--- src/rtl/entities_rasterizer_if.sv ---
// rtl/entities_rasterizer_if.sv - line control, entity RAM read port and pixel path of the rasterizer
// Ports: line_start/line_y/entities_number (line request), address_read_ent/data_read_ent
// (entity RAM), pixel_x/pixel_color (display), busy/line_overrun (status).
interface entities_rasterizer_if;
    logic        line_start;
    logic [8:0]  line_y;
    logic [7:0]  entities_number;
    logic [7:0]  address_read_ent;
    logic [20:0] data_read_ent;
    logic [8:0]  pixel_x;
    logic [2:0]  pixel_color;
    logic        busy;
    logic        line_overrun;

    modport master (
        output line_start, line_y, entities_number, data_read_ent, pixel_x,
        input  address_read_ent, pixel_color, busy, line_overrun
    );

    modport slave (
        input  line_start, line_y, entities_number, data_read_ent, pixel_x,
        output address_read_ent, pixel_color, busy, line_overrun
    );
endinterface

--- src/rtl/entities_rasterizer.sv ---
// rtl/entities_rasterizer.sv - paints 48x48 entity squares into a double-buffered line buffer
// Ports: clk, reset (async, active-high), bus (entities_rasterizer_if.slave): line request in,
// entity RAM address out / data in, pixel_x in / registered pixel_color out, busy and sticky overrun out.
module entities_rasterizer #(
    parameter int         ENT_SIZE = 48,
    parameter int         H_ACTIVE = 480,
    parameter int         V_ACTIVE = 480,
    parameter int         RD_LAT   = 2,
    parameter logic [2:0] BG_CODE  = 3'b000
) (
    input  logic                  clk,
    input  logic                  reset,
    entities_rasterizer_if.slave  bus
);
    localparam int         LY_W      = $clog2(V_ACTIVE);
    localparam logic [9:0] H_END     = 10'(H_ACTIVE);
    localparam logic [8:0] X_END9    = 9'(H_ACTIVE);
    localparam logic [8:0] X_LAST    = 9'(H_ACTIVE - 1);
    localparam logic [9:0] SIZE10    = 10'(ENT_SIZE);
    localparam logic [3:0] WAIT_LAST = 4'(RD_LAT - 2);

    typedef enum logic [2:0] {IDLE, CLEAR, FETCH, WAIT, CHECK, FILL, NEXT, DONE} state_t;

    state_t          state, state_next;
    logic            bank_sel;          // front bank; the back bank is ~bank_sel
    logic [LY_W-1:0] line_y_q;
    logic [7:0]      num_q;
    logic [7:0]      index;
    logic [8:0]      x, x_end;
    logic [2:0]      code_q;
    logic [3:0]      wait_cnt;

    // Both banks in one array, addressed by {bank, column}.
    logic [2:0]      line_mem [0:1023];

    logic            wr_en;
    logic [2:0]      wr_data;

    logic [8:0]      ent_row, ent_col;
    logic [9:0]      row_end, col_end;
    logic            hit;
    logic [8:0]      fill_end;

    // Entity decode is purely unsigned: wrapped coordinates simply fail the compares.
    always_comb begin
        ent_row  = bus.data_read_ent[17:9];
        ent_col  = bus.data_read_ent[8:0];
        row_end  = {1'b0, ent_row} + SIZE10;
        col_end  = {1'b0, ent_col} + SIZE10;
        hit      = (line_y_q >= ent_row) && ({1'b0, line_y_q} < row_end) && ({1'b0, ent_col} < H_END);
        fill_end = (col_end > H_END) ? X_END9 : col_end[8:0];
    end

    always_comb begin
        state_next = state;
        wr_en      = 1'b0;
        wr_data    = BG_CODE;
        case (state)
            IDLE:  state_next = IDLE;
            CLEAR: begin
                wr_en = 1'b1;
                if (x == X_LAST) state_next = (num_q == 8'd0) ? DONE : FETCH;
            end
            FETCH: state_next = WAIT;
            WAIT:  if (wait_cnt == WAIT_LAST) state_next = CHECK;
            CHECK: state_next = hit ? FILL : NEXT;
            FILL: begin
                wr_en   = 1'b1;
                wr_data = code_q;
                if (x + 9'd1 == x_end) state_next = NEXT;
            end
            NEXT:  state_next = (index == num_q - 8'd1) ? DONE : FETCH;
            DONE:  state_next = IDLE;
            default: state_next = IDLE;
        endcase
        // A swap takes priority; the pending write would land in the new front bank.
        if (bus.line_start) begin
            state_next = CLEAR;
            wr_en      = 1'b0;
        end
    end

    always_ff @(posedge clk) begin
        if (wr_en) line_mem[{~bank_sel, x}] <= wr_data;
    end

    always_ff @(posedge clk or posedge reset) begin
        if (reset) begin
            state                <= IDLE;
            bank_sel             <= 1'b0;
            bus.busy             <= 1'b0;
            bus.line_overrun     <= 1'b0;
            bus.address_read_ent <= 8'd0;
            bus.pixel_color      <= 3'd0;
            line_y_q             <= '0;
            num_q                <= 8'd0;
            index                <= 8'd0;
            x                    <= 9'd0;
            x_end                <= 9'd0;
            code_q               <= 3'd0;
            wait_cnt             <= 4'd0;
        end else begin
            state           <= state_next;
            bus.pixel_color <= (bus.pixel_x >= X_END9) ? BG_CODE : line_mem[{bank_sel, bus.pixel_x}];
            if (bus.line_start) begin
                bank_sel <= ~bank_sel;
                line_y_q <= bus.line_y;
                num_q    <= bus.entities_number;
                index    <= 8'd0;
                x        <= 9'd0;
                bus.busy <= 1'b1;
                if (bus.busy) bus.line_overrun <= 1'b1;
            end else begin
                case (state)
                    CLEAR: begin
                        x <= x + 9'd1;
                        if (x == X_LAST) bus.address_read_ent <= index;
                    end
                    FETCH: wait_cnt <= 4'd0;
                    WAIT:  wait_cnt <= wait_cnt + 4'd1;
                    CHECK: begin
                        code_q <= bus.data_read_ent[20:18];
                        x      <= ent_col;
                        x_end  <= fill_end;
                    end
                    FILL:  x <= x + 9'd1;
                    NEXT: begin
                        if (index != num_q - 8'd1) begin
                            index                <= index + 8'd1;
                            bus.address_read_ent <= index + 8'd1;
                        end
                    end
                    DONE:  bus.busy <= 1'b0;
                    default: ;
                endcase
            end
        end
    end
endmodule

--- src/flat_wrapper.sv ---
// flat-port wrapper written by rule: the top's interface ports become plain ports
module entities_rasterizer_flat 
#(
    parameter int         ENT_SIZE = 48,
    parameter int         H_ACTIVE = 480,
    parameter int         V_ACTIVE = 480,
    parameter int         RD_LAT   = 2,
    parameter logic [2:0] BG_CODE  = 3'b000
)
  (clk, reset, bus_line_start, bus_line_y, bus_entities_number, bus_data_read_ent, bus_pixel_x, bus_address_read_ent, bus_pixel_color, bus_busy, bus_line_overrun);
  entities_rasterizer_if bus_i ();
  input  logic clk;
  input  logic reset;
  input wire logic [$bits(bus_i.line_start)-1:0] bus_line_start;
  input wire logic [$bits(bus_i.line_y)-1:0] bus_line_y;
  input wire logic [$bits(bus_i.entities_number)-1:0] bus_entities_number;
  input wire logic [$bits(bus_i.data_read_ent)-1:0] bus_data_read_ent;
  input wire logic [$bits(bus_i.pixel_x)-1:0] bus_pixel_x;
  output wire logic [$bits(bus_i.address_read_ent)-1:0] bus_address_read_ent;
  output wire logic [$bits(bus_i.pixel_color)-1:0] bus_pixel_color;
  output wire logic [$bits(bus_i.busy)-1:0] bus_busy;
  output wire logic [$bits(bus_i.line_overrun)-1:0] bus_line_overrun;
  assign bus_i.line_start = bus_line_start;
  assign bus_i.line_y = bus_line_y;
  assign bus_i.entities_number = bus_entities_number;
  assign bus_i.data_read_ent = bus_data_read_ent;
  assign bus_i.pixel_x = bus_pixel_x;
  assign bus_address_read_ent = bus_i.address_read_ent;
  assign bus_pixel_color = bus_i.pixel_color;
  assign bus_busy = bus_i.busy;
  assign bus_line_overrun = bus_i.line_overrun;
  entities_rasterizer #(.ENT_SIZE(ENT_SIZE), .H_ACTIVE(H_ACTIVE), .V_ACTIVE(V_ACTIVE), .RD_LAT(RD_LAT), .BG_CODE(BG_CODE)) u_core (.clk(clk), .reset(reset), .bus(bus_i));
endmodule
--- config.mk ---
export PLATFORM = sky130hd
export DESIGN_NAME = entities_rasterizer_flat
export DESIGN_NICKNAME = d
export VERILOG_FILES = /design/src/rtl/entities_rasterizer_if.sv /design/src/rtl/entities_rasterizer.sv /design/src/flat_wrapper.sv
export SDC_FILE = /design/constraint.sdc
export NUM_CORES = 2
export LEC_CHECK = 0
export CORE_AREA = 2 2 458 800
export CTS_BUF_LIST = sky130_fd_sc_hd__clkbuf_4 sky130_fd_sc_hd__clkbuf_8
export CTS_CLUSTER_SIZE = 14
export DETAILED_ROUTE_END_ITERATION = 12
export DIE_AREA = 0 0 460 802
export PLACE_DENSITY = 0.5
export REMOVE_ABC_BUFFERS = 1
export SYNTH_ARGS = -nofsm -noshare
export SYNTH_HDL_FRONTEND = slang
export SYNTH_SLANG_ARGS = --single-unit
--- constraint.sdc ---
create_clock -name clk -period 21.3 [get_ports clk]
set_clock_uncertainty 0.1 [all_clocks]
set_input_delay 3.195 -clock clk [delete_from_list [all_inputs] [get_ports clk]]
set_output_delay 3.195 -clock clk [all_outputs]
set_load 0.02 [all_outputs]
Word level (Yosys, flattened, before mapping)
Memory sizes are Yosys's and may differ from the RTL's.
Cells that the tools add are included.
- shifts and indexed selects: 0
- multiplexer cells: 25
- $mul: 0
- div/mod/pow operators: 0
- $lt $le $gt $ge: 5
- bitwise operators: 2
- reduce and logical (&&, ||, !) cells: 19
- $add $sub $neg: 6
- eq/ne operators: 16
- operators by type and width (operator ; number):
    $mux W8 ; 4
    $mux W3 ; 8
    $pmux W3 S7 ; 1
    $add A9 B6 Y10 const B ; 2
    $mux W9 ; 2
    $pmux W9 S2 ; 1
    $pmux W8 S2 ; 1
    $eq A3 B3 Y1 const B ; 4
    $gt A10 B9 Y1 const B ; 1
    $lt A9 B10 Y1 ; 1
    $reduce_bool A2 Y1 ; 5
    $add A9 B1 Y9 const B ; 1
    $eq A9 B9 Y1 ; 1
    $eq A9 B9 Y1 const B ; 1
    $ge A9 B9 Y1 ; 1
    $ge A9 B9 Y1 const B ; 1
    $lt A9 B9 Y1 const B ; 1
    $ne A3 B2 Y1 const B ; 3
    $add A8 B1 Y8 const B ; 1
    $eq A8 B8 Y1 ; 1
    $logic_not A8 Y1 ; 1
    $ne A8 B8 Y1 ; 1
    $pmux W4 S2 ; 1
    $reduce_and A2 Y1 ; 4
    15 further kinds ; 25
- output and inout bits: 13
- register bits: 67
- bits in latches: 0
- word-level logic and storage cells: 87
- memories: 1
- RAM bits: 3072
- ROM bits: 0
- memories (name ; depth ; bits a word ; rd ports ; clocked after memory_dff ; wr ports ; line ; RTL):
    u_core.line_mem ; 1024 ; 3 ; 1 ; 0 ; 1 ; entities_rasterizer.sv:34 ; logic [2:0] line_mem [0:1023];

Logic depth before layout (Yosys ltp)
- word-level depth: 7
- mapped depth: 15
- mapped depth without buffers: 11

Worst setup path after synthesis
No wires, ideal clock.
- path type: register to register
- from: register u_core.state[1]
- to: memory u_core.line_mem[0][0], data pin
- path slack: 4606 ps
- path buffers: 1
- period minus slack after synthesis: 16694 ps
- arrival: 13700 ps
- stages on the path, launching flop included: 4
- data required time: 18307 ps
- library setup time: 2893 ps
- path through: dfrtp_1 > nor2b_1 > clkbuf_1 > and3_1
- word-level cells in the longest chain between the ends: 2
- RTL lines (item ; line ; RTL):
    from (decl) ; entities_rasterizer.sv:24 ; state_t state, state_next;
    from (signal assigned) ; entities_rasterizer.sv:103 ; state <= state_next;
    $eq A3 B3 Y1 ; entities_rasterizer.sv:58 ; case (state)
    $mux W3 ; entities_rasterizer.sv:58 ;
    named net u_core.wr_data[0] ; entities_rasterizer.sv:37 ; logic [2:0] wr_data;
    to (decl) ; entities_rasterizer.sv:34 ;
The timed path passes the listed nets, and every way through them passes these cells.

Worst setup path after layout
- from: input bus_pixel_x[1]
- to: register u_core.bus.pixel_color[1]
- word-level cells in the longest chain between the ends: 2
- elaborated cells between the ends (all ways): 3
- classes of those cells: 1 x order compare; 1 x mux; 1 x memory
- RTL lines (item ; line ; RTL):
    from (decl) ; flat_wrapper.sv:18 ; input wire logic [$bits(bus_i.pixel_x)-1:0] bus_pixel_x;
    $mem_v2 Z1024 W3 or $ge A9 B9 Y1 (tied branches) ; - ;
    $mux W3 (*) ; entities_rasterizer.sv:104 ; bus.pixel_color <= (bus.pixel_x >= X_END9) ? BG_CODE : line_mem[{bank_sel, bus.pixel_x}];
    to (signal assigned) ; entities_rasterizer.sv:104 ;
    to (decl) ; entities_rasterizer_if.sv:22 ; output address_read_ent, pixel_color, busy, line_overrun
Mark *: on every way between the ends. The rest lies on a longest branch, timed or not.
A chain may end at the register's enable or synchronous reset.

==> flow_summary.yaml <==
synthesis:
  mappedNetlistArea_mm2: 0.126
  synth_top_area_share: 0.730
  postSynth.asyncResetShare: 0.0213
  synth_area_leaders: "edfxtp_1 (73%), mux4_2 (15%), nor2_1 (3.3%)"
  postSynthCellCount: 6664
  ys_seq_elements: 3139
  post_synth.cell_area_avg_um2: 19.0
  dominantRegCellSynth: "edfxtp_1"
  ys_types: 69
  yosysWarnings: 0
  post-synth-top-area-cell: "edfxtp_1"
  synth_edf_count: 3072
  synth_sequential_area_ratio: 0.744
critical_path:
  critPathSlowestCell: "buf_4"
  path_class: "in -> reg"
  crit_path_start_kind: "primary input"
  r2r_slack_ps: 14960
  max_stage_delay_ps: 660
  timing.critical_path.max_delay_family: "buffers and inverters"
  worst_path_most_repeated_cell: "buf_4"
  cp.arrival_ps: 8870
  setup.worst_path.end_class: "flip-flop"
  critical_path_cell_by_cell: "buf_8 -> buf_4 -> buf_4 -> buf_4 -> buf_4 -> mux4_2 -> mux4_2 -> a22oi_1 -> a21oi_1 -> or4_1 -> a32o_1"
  timing.reg2reg.worst_path_depth: 8
  path_buf_inv: 5
  critical_path.reg2reg.endpoint: "u_core.line_mem[96][0]"
  critical_path.max_fanout: 64
  required_ps: 22200
  critical_path.reg2reg.startpoint: "u_core.state[0]"
floorplan:
  die_y_um: 802
  chipWidth_um: 460
  std_cell_core_area_mm2: 0.363
  total_die_area_mm2: 0.369
  effective_utilization_at_floorplan: 0.348
  rows: 293
  boundaryPins: 63
pwr:
  vdd.ir_drop.worst_uv: 58.6
  power-per-cell-area_mw_per_mm2: 90.5
  power.share.sequential: 0.544
  share_comb_of_total_power: 0.079
  swShare: 0.245
  p_switching_mw: 3.13
  power.share.clock: 0.377
  cell_internal_pwr_mw: 9.65
  static-leakage-power_nw: 44.7
cts:
  h-tree-depth: 5
  clock_tree_from_tritoncts: "yes"
  post-cts-setup-buffer-count: 0
  root_buffer: "clkbuf_8"
  clock_sinks: 3139
  cts_resized: 0
  cts.path.max_buffers: 4
  numCtsBuffers: 447
  postCtsHoldBufs: 0
  cts.reportedPaths.clkPinSlew_ps: 70
  clk_latency_ps: 1090
drt:
  detail_route.wl_per_cell_um: 34.1
  route.detailed.drc: 0
  route.final.wire_length_um: 408000
  vias_per_cell: 5.54
  drt_first_pass_iters: 8
  first_iter_violations: 5995
  drtAntennaViolNets: 0
  vias: 66283
global_route:
  global_route.usage.total: 0.219
  first_global_vias: 71554
  grt_first_pass_wirelength_um: 566000
  grt_overflow: 0
  grt_start_max_net_pins: 205
  antenna_found_initial: 14
timing:
  finalSetupViolations: 0
  final-max-slew-violation-count: 3
  max_freq_mhz: 125
  setup-tns-final_ps: 0
  worst_pin_slew_ps: 1590
  setup_ws_ps: 13330
  timing.slew.headroom: -0.0632
  period_utilization_post_route: 0.374
  min_period_ps: 7970
  final-hold-violation-count: 0
  grt_setup_unrepaired: "false"
run_status:
  run_status: "finished with violations"
  failing_checks: "max-capacitance violations, max-slew violations"
placement:
  numPortBuffers: 62
  dpl_wire_length_um: 246000
  dpl.cell_count: 11153
  gp_congestion: 0.835
  pre_cts_slack_ps: 12220
finish:
  layout.cells.most_common_list: "edfxtp_1 (3072), nor2_1 (1106), mux4_2 (816)"
  final_layout_size_suffix_gt1_frac: 0.250
  mostFrequentLayoutCell: "edfxtp_1"
  num-nets-final: 6957
  stdcell_count: 11959
  area_delta_synth_final_pct: 11.9
min_path:
  timing.hold.worst_path_depth: 1
  whs_endpoint: "u_core.bus.line_overrun"
  min-delay-start: "u_core.bus.line_overrun"
  class_of_the_tightest_hold_or_removal_check: "reg -> reg"
job:
  timing.max_cap.violations: 1
[cell usage after synthesis (all sizes together), types with 29 or more instances]
| cell | instances |
|---|---|
| dfrtp | 67 |
| o21ai | 64 |
| a22oi | 39 |
| nand2 | 216 |
| a211oi | 36 |
| buf | 188 |
| o22ai | 57 |
| nand3 | 35 |
| mux2i | 147 |
| clkbuf | 300 |
| nor2b | 29 |
| mux4 | 816 |
| edfxtp | 3072 |
| nor3 | 40 |
| nor2 | 1113 |
| a21oi | 61 |
[worst max path at each step]
stage | startpoint | to | slack, ps | cells after the start
floorplan | u_core.state[0] | u_core.line_mem[0][0] | 4410 | 2
global placement | bus_pixel_x[0] | u_core.bus.pixel_color[2] | 11360 | 10
CTS | bus_pixel_x[1] | u_core.bus.pixel_color[1] | 13420 | 11
finish | bus_pixel_x[1] | u_core.bus.pixel_color[1] | 13330 | 11
global route | bus_pixel_x[0] | u_core.bus.pixel_color[0] | 13160 | 12
detailed placement | bus_pixel_x[1] | u_core.bus.pixel_color[1] | 12220 | 11
[area by class of cell]
class	count	area (um^2)
sequential	3139	93900
clock inverter	215	1490
inverter	22	96.3
tap	4720	5910
timing repair buffer	257	2250
clock buffer	581	7210
fill	33134	222000
antenna	10	25.0
multi-input combinational	3015	30400
[sequential cells by signal, indices dropped and copies added, names as in the netlist]
register / flops
u_core.index: 8
u_core.bank_sel: 1
u_core.code_q: 3
u_core.x_end: 9
u_core.num_q: 8
u_core.bus.address_read_ent: 8
u_core.wait_cnt: 4
u_core.line_y_q: 9
u_core.state: 3
u_core.line_mem: 3072
u_core.bus.busy: 1
u_core.bus.pixel_color: 3
u_core.bus.line_overrun: 1
u_core.x: 9
[power by group through the flow]
| stage | combinational [mW] | sequential, mW | clock (mW) |
|---|---|---|---|
| finish | 1.01 | 6.96 | 4.82 |
| global route | 1.07 | 6.96 | 5.14 |
| CTS | 1.03 | 6.96 | 4.92 |
| detailed placement | 1.02 | 7.09 | 0 |
| global placement | 1.01 | 7.09 | 0 |
| floorplan | 0.446 | 7.26 | 0 |
[per-stage QoR]
| stage | hold slack, ps | util | instance area, um^2 | total power [mW] |
|---|---|---|---|---|
| global route | 410 | 0.389 | 141000 | 13.2 |
| CTS | 378 | 0.389 | 141000 | 12.9 |
| finish | 371 | 0.389 | 141000 | 12.8 |
| floorplan | 338 | - | 124000 | 7.70 |
| detailed placement | 360 | 0.365 | 133000 | 8.11 |
| global placement | 341 | 0.365 | 132000 | 8.10 |
[kinds of logic after synthesis]
| group | share of synthesized area |
|---|---|
| xor gates and xnor gates | 0.00298 |
| AOI/OAI and AO/OA | 0.0214 |
| and+or+nand+nor | 0.0506 |
| buffers and inverters | 0.0197 |
| adders and majority gates | 0.00248 |
| DFF | 0.744 |
| muxes | 0.159 |
[routing by layer]
| metal | GRT usage | part of all wire | up-vias |
|---|---|---|---|
| met5 | 0 | 0.000051 | - |
| met1 | 0.245 | 0.35 | 36009 |
| met2 | 0.405 | 0.54 | 2374 |
| met3 | 0.0294 | 0.050 | 710 |
| met4 | 0.108 | 0.054 | 4 |
| li1 | - | - | 27186 |
(Power assumes the default switching activity.)
